File: config.mk
export PLATFORM = sky130hd
export DESIGN_NAME = move_input_handler
export DESIGN_NICKNAME = d
export VERILOG_FILES = /design/src/rtl/move_input_handler.sv
export SDC_FILE = /design/constraint.sdc
export NUM_CORES = 1
export LEC_CHECK = 0
export ABC_AREA = 1
export CAP_MARGIN = 20
export CORE_MARGIN = 3
export CORE_UTILIZATION = 60
export CTS_CLUSTER_DIAMETER = 120
export DETAILED_ROUTE_END_ITERATION = 8
export DONT_BUFFER_PORTS = 1
export GPL_TIMING_DRIVEN = 0
export PLACE_DENSITY = 0.76
export SLEW_MARGIN = 5
export SYNTH_ARGS = -nofsm -noshare
export SYNTH_HDL_FRONTEND = slang
export SYNTH_SLANG_ARGS = --single-unit
File: constraint.sdc
create_clock -name clock -period 2.91 [get_ports clock]
set_input_delay 0.291 -clock clock [delete_from_list [all_inputs] [get_ports clock]]
set_output_delay 0.291 -clock clock [all_outputs]
set_load 0.02 [all_outputs]
File: src/rtl/move_input_handler.sv
// -----------------------------------------------------------------------------
// move_input_handler
//
// Player-move front end for the switch/button board games. A submit press
// captures a one-hot cell selection from the switch bank. The selection is
// checked against the occupancy bitmap that this block owns. Valid moves are
// committed and offered to the renderer over a draw request/ack handshake.
// The block then rotates the turn across N_PLAYERS and detects the end of
// the game (win or full board).
//
// Optional build macro:
//   INPUT_DEBOUNCE_EN - when defined, a press needs the synchronised button
//                       to stay high for DEB_CYCLES consecutive cycles.
//                       When undefined, a press is a plain synchronised
//                       rising edge and DEB_CYCLES has no effect.
//
// Draw handshake (renderer side):
//   draw_req rises on the cycle after a move is committed. It stays high
//   until the renderer raises drawing, or until DRAW_TIMEOUT cycles have
//   elapsed. If drawing was seen, the block then waits for drawing to fall
//   before advancing the turn. A renderer that never answers cannot stall
//   the game.
//
// Ports:
//   clock, reset  system clock; synchronous active-high reset
//   sw            raw switch bank, one-hot cell select
//   button        raw asynchronous move-submit button (active high)
//   new_game      level; restarts a finished game
//   drawing       renderer busy flag, acts as the draw acknowledge
//   win           win flag from game logic, sampled while advancing
//   meta_sw       registered move selection
//   cell_idx      binary index of the last committed cell
//   player        player whose turn it is
//   occupied      per-cell occupancy bitmap
//   draw_req      render request for the committed move
//   holding       high whenever the block is not reading a new move
//   move_reject   one-cycle pulse for an invalid move
//   gameover      game finished
//   tie           board full without a win (qualified by gameover)
//   winner        winning player (qualified by gameover & !tie)
//   dbg_state     current FSM state, for observation
//   dbg_owner     owner table, PW bits per cell, cell 0 in the low bits
// -----------------------------------------------------------------------------
module move_input_handler #(
   parameter  int CELLS        = 9,
   parameter  int N_PLAYERS    = 2,
   parameter  int DRAW_TIMEOUT = 1023,
   parameter  int DEB_CYCLES   = 15,
   localparam int PW           = (N_PLAYERS > 2) ? $clog2(N_PLAYERS) : 1,
   localparam int IW           = $clog2(CELLS)
) (
   input  logic                  clock,
   input  logic                  reset,
   input  logic [CELLS-1:0]      sw,
   input  logic                  button,
   input  logic                  new_game,
   input  logic                  drawing,
   input  logic                  win,
   output logic [CELLS-1:0]      meta_sw,
   output logic [IW-1:0]         cell_idx,
   output logic [PW-1:0]         player,
   output logic [CELLS-1:0]      occupied,
   output logic                  draw_req,
   output logic                  holding,
   output logic                  move_reject,
   output logic                  gameover,
   output logic                  tie,
   output logic [PW-1:0]         winner,
   output logic [2:0]            dbg_state,
   output logic [CELLS*PW-1:0]   dbg_owner
);

   localparam int TW = $clog2(DRAW_TIMEOUT + 1);

   typedef enum logic [2:0] {
      ST_READ      = 3'd0,
      ST_CHECK     = 3'd1,
      ST_DRAW_ACK  = 3'd2,
      ST_DRAW_BUSY = 3'd3,
      ST_ADVANCE   = 3'd4,
      ST_GAMEOVER  = 3'd5
   } state_t;

   state_t                    r_state;
   state_t                    w_state_next;

   logic [1:0]                r_btn_sync;
   logic                      w_press;

   logic [CELLS-1:0]          r_meta_sw;
   logic [IW-1:0]             r_cell_idx;
   logic [PW-1:0]             r_player;
   logic [CELLS-1:0]          r_occupied;
   logic                      r_draw_req;
   logic                      r_move_reject;
   logic                      r_gameover;
   logic                      r_tie;
   logic [PW-1:0]             r_winner;
   logic [CELLS-1:0][PW-1:0]  r_owner;
   logic [TW-1:0]             r_draw_cnt;

   logic                      w_onehot;
   logic                      w_valid;
   logic [IW-1:0]             w_idx;
   logic [TW-1:0]             w_cnt_next;
   logic                      w_timeout;
   logic                      w_board_full;
   logic [PW-1:0]             w_player_next;

   // ---------------------------------------------------------------------------
   // Button synchroniser and press detection
   // ---------------------------------------------------------------------------
   always_ff @(posedge clock) begin
      if (reset) begin
         r_btn_sync <= '0;
      end else begin
         r_btn_sync <= {r_btn_sync[0], button};
      end
   end

`ifdef INPUT_DEBOUNCE_EN
   localparam int DW = $clog2(DEB_CYCLES + 1);
   logic [DW-1:0] r_deb_cnt;

   // The counter saturates at DEB_CYCLES. A long hold therefore fires only once,
   // and only a low sample re-arms the detector.
   always_ff @(posedge clock) begin
      if (reset) begin
         r_deb_cnt <= '0;
      end else if (!r_btn_sync[1]) begin
         r_deb_cnt <= '0;
      end else if (r_deb_cnt != DW'(DEB_CYCLES)) begin
         r_deb_cnt <= r_deb_cnt + DW'(1);
      end
   end

   assign w_press = r_btn_sync[1] && (r_deb_cnt == DW'(DEB_CYCLES - 1));
`else
   logic r_btn_last;

   always_ff @(posedge clock) begin
      if (reset) begin
         r_btn_last <= 1'b0;
      end else begin
         r_btn_last <= r_btn_sync[1];
      end
   end

   assign w_press = r_btn_sync[1] && !r_btn_last;

   // DEB_CYCLES only shapes the debounced build. It is referenced here so that
   // it stays elaborated in the plain build.
   if (DEB_CYCLES < 1) begin : g_deb_cycles_unused
   end
`endif

   // ---------------------------------------------------------------------------
   // Move validation helpers
   // ---------------------------------------------------------------------------
   // x & (x-1) clears the lowest set bit. It is zero only for zero or one-hot x.
   assign w_onehot     = (r_meta_sw != '0) &&
                         ((r_meta_sw & (r_meta_sw - CELLS'(1))) == '0);
   assign w_valid      = w_onehot && ((r_meta_sw & r_occupied) == '0);
   assign w_cnt_next   = r_draw_cnt + TW'(1);
   assign w_timeout    = (w_cnt_next == TW'(DRAW_TIMEOUT));
   assign w_board_full = &r_occupied;
   assign w_player_next = (r_player == PW'(N_PLAYERS - 1)) ? '0 : r_player + PW'(1);

   always_comb begin
      w_idx = '0;
      for (int i = 0; i < CELLS; i++) begin
         if (r_meta_sw[i]) begin
            w_idx = IW'(i);
         end
      end
   end

   // ---------------------------------------------------------------------------
   // FSM
   // ---------------------------------------------------------------------------
   always_ff @(posedge clock) begin
      if (reset) begin
         r_state <= ST_READ;
      end else begin
         r_state <= w_state_next;
      end
   end

   always_comb begin
      w_state_next = r_state;
      case (r_state)
         ST_READ:      if (w_press) w_state_next = ST_CHECK;
         ST_CHECK:     w_state_next = w_valid ? ST_DRAW_ACK : ST_READ;
         // An acknowledge wins over a timeout that expires in the same cycle.
         ST_DRAW_ACK: begin
            if (drawing) begin
               w_state_next = ST_DRAW_BUSY;
            end else if (w_timeout) begin
               w_state_next = ST_ADVANCE;
            end
         end
         ST_DRAW_BUSY: if (!drawing) w_state_next = ST_ADVANCE;
         ST_ADVANCE:   w_state_next = (win || w_board_full) ? ST_GAMEOVER : ST_READ;
         ST_GAMEOVER:  if (new_game) w_state_next = ST_READ;
         default:      w_state_next = ST_READ;
      endcase
   end

   // ---------------------------------------------------------------------------
   // Datapath registers
   // ---------------------------------------------------------------------------
   always_ff @(posedge clock) begin
      if (reset) begin
         r_meta_sw     <= '0;
         r_cell_idx    <= '0;
         r_player      <= '0;
         r_occupied    <= '0;
         r_draw_req    <= 1'b0;
         r_move_reject <= 1'b0;
         r_gameover    <= 1'b0;
         r_tie         <= 1'b0;
         r_winner      <= '0;
         r_owner       <= '0;
         r_draw_cnt    <= '0;
      end else begin
         r_move_reject <= 1'b0;
         case (r_state)
            ST_READ: r_meta_sw <= sw;
            ST_CHECK: begin
               if (w_valid) begin
                  r_occupied       <= r_occupied | r_meta_sw;
                  r_owner[w_idx]   <= r_player;
                  r_cell_idx       <= w_idx;
                  r_draw_req       <= 1'b1;
                  r_draw_cnt       <= '0;
               end else begin
                  r_move_reject    <= 1'b1;
               end
            end
            ST_DRAW_ACK: begin
               r_draw_cnt <= w_cnt_next;
               if (drawing || w_timeout) begin
                  r_draw_req <= 1'b0;
               end
            end
            // A win outranks a full board: the last move may both fill and win.
            ST_ADVANCE: begin
               if (win) begin
                  r_gameover <= 1'b1;
                  r_winner   <= r_player;
                  r_tie      <= 1'b0;
               end else if (w_board_full) begin
                  r_gameover <= 1'b1;
                  r_tie      <= 1'b1;
               end else begin
                  r_player   <= w_player_next;
               end
            end
            ST_GAMEOVER: begin
               if (new_game) begin
                  r_occupied <= '0;
                  r_owner    <= '0;
                  r_player   <= '0;
                  r_gameover <= 1'b0;
                  r_tie      <= 1'b0;
                  r_winner   <= '0;
                  r_cell_idx <= '0;
               end
            end
            default: ;
         endcase
      end
   end

   assign meta_sw     = r_meta_sw;
   assign cell_idx    = r_cell_idx;
   assign player      = r_player;
   assign occupied    = r_occupied;
   assign draw_req    = r_draw_req;
   assign move_reject = r_move_reject;
   assign gameover    = r_gameover;
   assign tie         = r_tie;
   assign winner      = r_winner;
   assign holding     = (r_state != ST_READ);
   assign dbg_state   = r_state;
   assign dbg_owner   = r_owner;

endmodule
### Word-level counts from Yosys, hierarchy flattened

Index checks and enable logic that the tools add are counted.

* word-level logic and storage cells: 116
* input port bits: 15
* register bits after elaboration: 53

* $lt $le $gt $ge: 2
* bitwise operators: 4
* reduce and logical (&&, ||, !) cells: 24
* equality and inequality tests: 16
* mux-type cells: 45
* add/sub/neg operators: 3

Operators with widths (count)
* $mux W4: 9
* $pmux W9 S2: 2
* $mux W9: 3
* $pmux W10 S2: 1
* $and A9 B9 Y9: 2
* $logic_not A9 Y1: 2
* $mux W3: 6
* $pmux W3 S6: 1
* $ne A2 B2 Y1 const B: 8
* $mux W1: 13
* $reduce_and A3 Y1: 4
* $add A10 B1 Y10 const B: 1
* $eq A10 B10 Y1 const B: 1
* $mux W10: 1
* $pmux W1 S2: 5
* $bwmux W9: 1
* $or A9 B9 Y9: 1
* $reduce_and A9 Y1: 1
* $reduce_bool A9 Y1: 1
* $sub A9 B1 Y9 const B: 1
* $pmux W4 S2: 1
* $reduce_and A4 Y1: 2
* $eq A3 B2 Y1 const B: 2
* $eq A3 B3 Y1 const B: 2
* other kinds (16): 23

### Logic depth before layout (Yosys ltp)

* depth in word-level cells: 15
* gate-level depth with buffers: 13

### Worst setup path after synthesis

Ideal clock, no wire load.

* path type: register to register
* start: register r_meta_sw[2], in the netlist meta_sw[2]
* end: register r_draw_cnt[8]
* arrival: 1.562 ns
* path buffers: 1
* stages on the path, launching flop included: 11
* path slack: 1.233 ns
* setup time: 0.115 ns
* cells stage by stage: dfxtp_1 nor2_2 nand2_2 o21ai_0 nand3_1 nor2_2 nand2_2 buf_2 nand2_1 nor2_1 o21a_1

* cells in the longest elaborated chain, start to end: 7
* elaborated cells on any way between the ends: 10

RTL lines
* start, declared: line 90 `logic [CELLS-1:0] r_meta_sw;`
* start signal, assigned: line 228 `ST_READ: r_meta_sw <= sw;`
* $sub A9 B1 Y9: line 162 `((r_meta_sw & (r_meta_sw - CELLS'(1))) == '0);`
* $and A9 B9 Y9: line 162
* $logic_not A9 Y1: line 162
* $logic_and A1 B1 Y1: line 161 `assign w_onehot = (r_meta_sw != '0) &&`
* $logic_and A1 B1 Y1 *: line 163 `assign w_valid = w_onehot && ((r_meta_sw & r_occupied) == '0);`
* $ne A2 B2 Y1 (no source line) *
* $reduce_and A2 Y1 (no source line) *
* end signal, assigned: line 241 `r_draw_cnt <= w_cnt_next;`
* end, declared: line 100 `logic [TW-1:0] r_draw_cnt;`

Every way passes the cells marked *; elsewhere a longest branch is shown, timed or not.
A chain may end at the register's enable or synchronous reset.

### Final worst setup path

* start: register r_state[1], in the netlist dbg_state[1]
* end: output port holding

* cells in the longest elaborated chain, start to end: 1

RTL lines
* start, declared: line 84 `state_t r_state;`
* start signal, assigned: line 185 `r_state <= w_state_next;`
* $reduce_bool A3 Y1: line 284 `assign holding = (r_state != ST_READ);`
* end, declared: line 64 `output logic holding,`

No other way between the ends.

==> results_dict.tcl <==
set metrics [dict create \
    grt_pass1_vias 2211 \
    antenna_found_initial 0 \
    leakage_nw 1.20 \
    status "complete, no violations" \
    required_ns 2.62 \
    die-area_um2 5160 \
    hold_violations 0 \
    ys_seq_elements 53 \
    yosysTopAreaCell "dfxtp_1" \
    seq_area_frac_synth_pct 40.8 \
    wl_um 6060 \
    max_slew_margin_pct 59.5 \
    setup_tns_ns 0 \
    htree_levels 2 \
    period_share_pct 69.5 \
    muxShareOfSynthArea_pct 0 \
    io_buffers 0 \
    path_clk_slew_ns 0.10 \
    drt_iter0_markers 151 \
    crit_buf_inv 2 \
    core-area_um2 4090 \
    post-cts-setup-buffers 0 \
    path_delay_family "buffers and inverters" \
    cts_buffers 5 \
    rsz0062_at_grt "no" \
    grtUsageTotal_pct 25.1 \
    grt_pass1_wl_um 10500 \
    syn2layout_area_growth_pct 5.63 \
    max_stage_delay_ns 0.57 \
    synth_top_family_by_area "simple AND/OR/NAND/NOR gates" \
    hold_path_class "input port to flop" \
    initial_core_util_pct 63.6 \
    criticalPathCategory "flop to primary output" \
    synth-xor-area-share_pct 0.337 \
    detailed_place_hpwl_um 4480 \
    final_cells 454 \
    dp.cells 446 \
    ys_top_cells_by_area "dfxtp_1 (41%), nand2_1 (14%), a21oi_1 (8.1%)" \
    cts_hold_buffers 0 \
    power_density_nw_per_um2 983 \
    postSynthAreaPerCell_um2 6.56 \
    viasPerCell 5.42 \
    gr-total-overflow 0 \
    die_w_um 71.8 \
    synth-simple-area-share_pct 35.1 \
    drive_gt1_share_pct 5.45 \
    cts_tree "yes" \
    vias 2460 \
    layout_common_cells "nand2_1 (98), dfxtp_1 (53), nor2_1 (49), inv_1 (45)" \
    cp_slowest_cell "dfxtp_1" \
    irDropWorstVdd_mv 0.690 \
    antenna_left 0 \
    synth_warnings 0 \
    synth-compound-area-share_pct 13.7 \
    synth_nets 413 \
    cp_data_arrival_time_ns 1.73 \
    finalNetCount 420 \
    drv_cap 0 \
    crit_chain "inv_1, nand2_1, clkbuf_1" \
    finalPower_mw 2.70 \
    critPathCaptureType "primary output" \
    clock_skew_ns 0.00908 \
    rrSetupSlack_ns 0.92 \
    cp_max_fo 10 \
    syn_area_um2 2600 \
    clockBufferDepth 2 \
    synth_top_area_share_pct 40.8 \
    cts_sinks 53 \
    setup-violations-final 0 \
    synth.distinct_cells 23 \
    grt_max_degree 16 \
    post_cts_resized 0 \
    die-height_um 71.8 \
    synth_cells 396 \
    worst_pin_slew_ns 0.607 \
    core.rowCount 23 \
    layout_commonest_cell "nand2_1" \
    cts-root-buf "clkbuf_8" \
    drv_slew 0 \
    io_pins 56 \
    synth_fa_ha_area_share_pct 0.963 \
    firstDrtPassIters 5 \
    routedWlPerCell_um 13.4 \
    gp_congestion 0.894 \
    antenna_cells 0 \
    clk_latency_ns 0.31 \
    crit_path_start_kind "flop" \
    period_minus_slack_ns 2.02 \
    fmax_ghz 0.495 \
    drc 0 \
]
-- logic make-up after synthesis --
kind of cell | after synthesis
AOI/OAI and AO/OA | 70
buffers and inverters | 58
DFF | 53
and+or+nand+nor | 212
adders and majority gates | 2
xor gates and xnor gates | 1
-- per-layer routing --
metal	GRT usage [%]	part of all wire (%)
met5	0	0
met4	5.22	0.28
met3	7.85	7.3
met2	39.0	45
met1	34.4	47
-- cell usage after synthesis --
cell type  number
a31oi_1         1
dfxtp_1        53
nand2_4         1
o21ai_0        25
nand2_2         3
ha_1            2
xor2_1          1
clkbuf_1        7
buf_2           3
nor2_1         49
nor2_2          3
o21bai_1        1
or2_2           3
a21oi_1        42
nand2_1        98
nand4_1         8
buf_6           2
o21a_1          1
inv_1          45
buf_1           1
nand3_1        42
nor2_4          1
nor3_1          4
-- report_power, final --
part | internal, mW | total (mW) | leakage [nW] | switching [mW]
sequential | 0.861 | 1.22 | 0.431 | 0.359
clock | 0.171 | 0.410 | 0.0385 | 0.239
combinational | 0.321 | 1.07 | 0.730 | 0.747
total | 1.35 | 2.70 | 1.20 | 1.35
-- path summary, 6_finish.rpt --
kind / startpoint / to / depth (start not counted)
worst max-delay path: dbg_state[1] / holding / 3
worst min-delay path: button / r_btn_sync[0] / 2
worst max register to register: meta_sw[2] / r_draw_cnt[8] / 10
worst min register to register: r_btn_sync[0] / r_btn_sync[1] / 2
-- flip-flops by register name, summed over array words and instances (netlist names) --
name and flops:
r_btn_sync 2, occupied 9, move_reject 1, dbg_state 3
cell_idx 4, r_btn_last 1, tie 1, winner 1
player 1, gameover 1, draw_req 1, dbg_owner 9
meta_sw 9, r_draw_cnt 10
-- area by class of cell --
cell class              instances  area (um^2)
clock inverters                 1         7.51
multi-input cells             285         1300
well taps                      50         62.6
flip-flops and latches         53         1060
plain buffers                  13         67.6
fillers                       387         1340
inverters                      45          169
clock buffers                   7         76.3
-- per-stage QoR --
stage / utilization, % / setup WS (ns) / instance area, um^2 / hold slack (ns)
finish: 67.2 / 0.888 / 2750 / 0.0846
global route: 67.2 / 0.632 / 2750 / 0.0801
CTS: 67.2 / 0.900 / 2750 / 0.0827
global placement: 65.1 / 0.992 / 2660 / 0.400
floorplan: - / 1.23 / 2600 / 0.388
detailed placement: 65.1 / 0.957 / 2660 / 0.400
No activity file was read; power rests on OpenSTA's default activity.
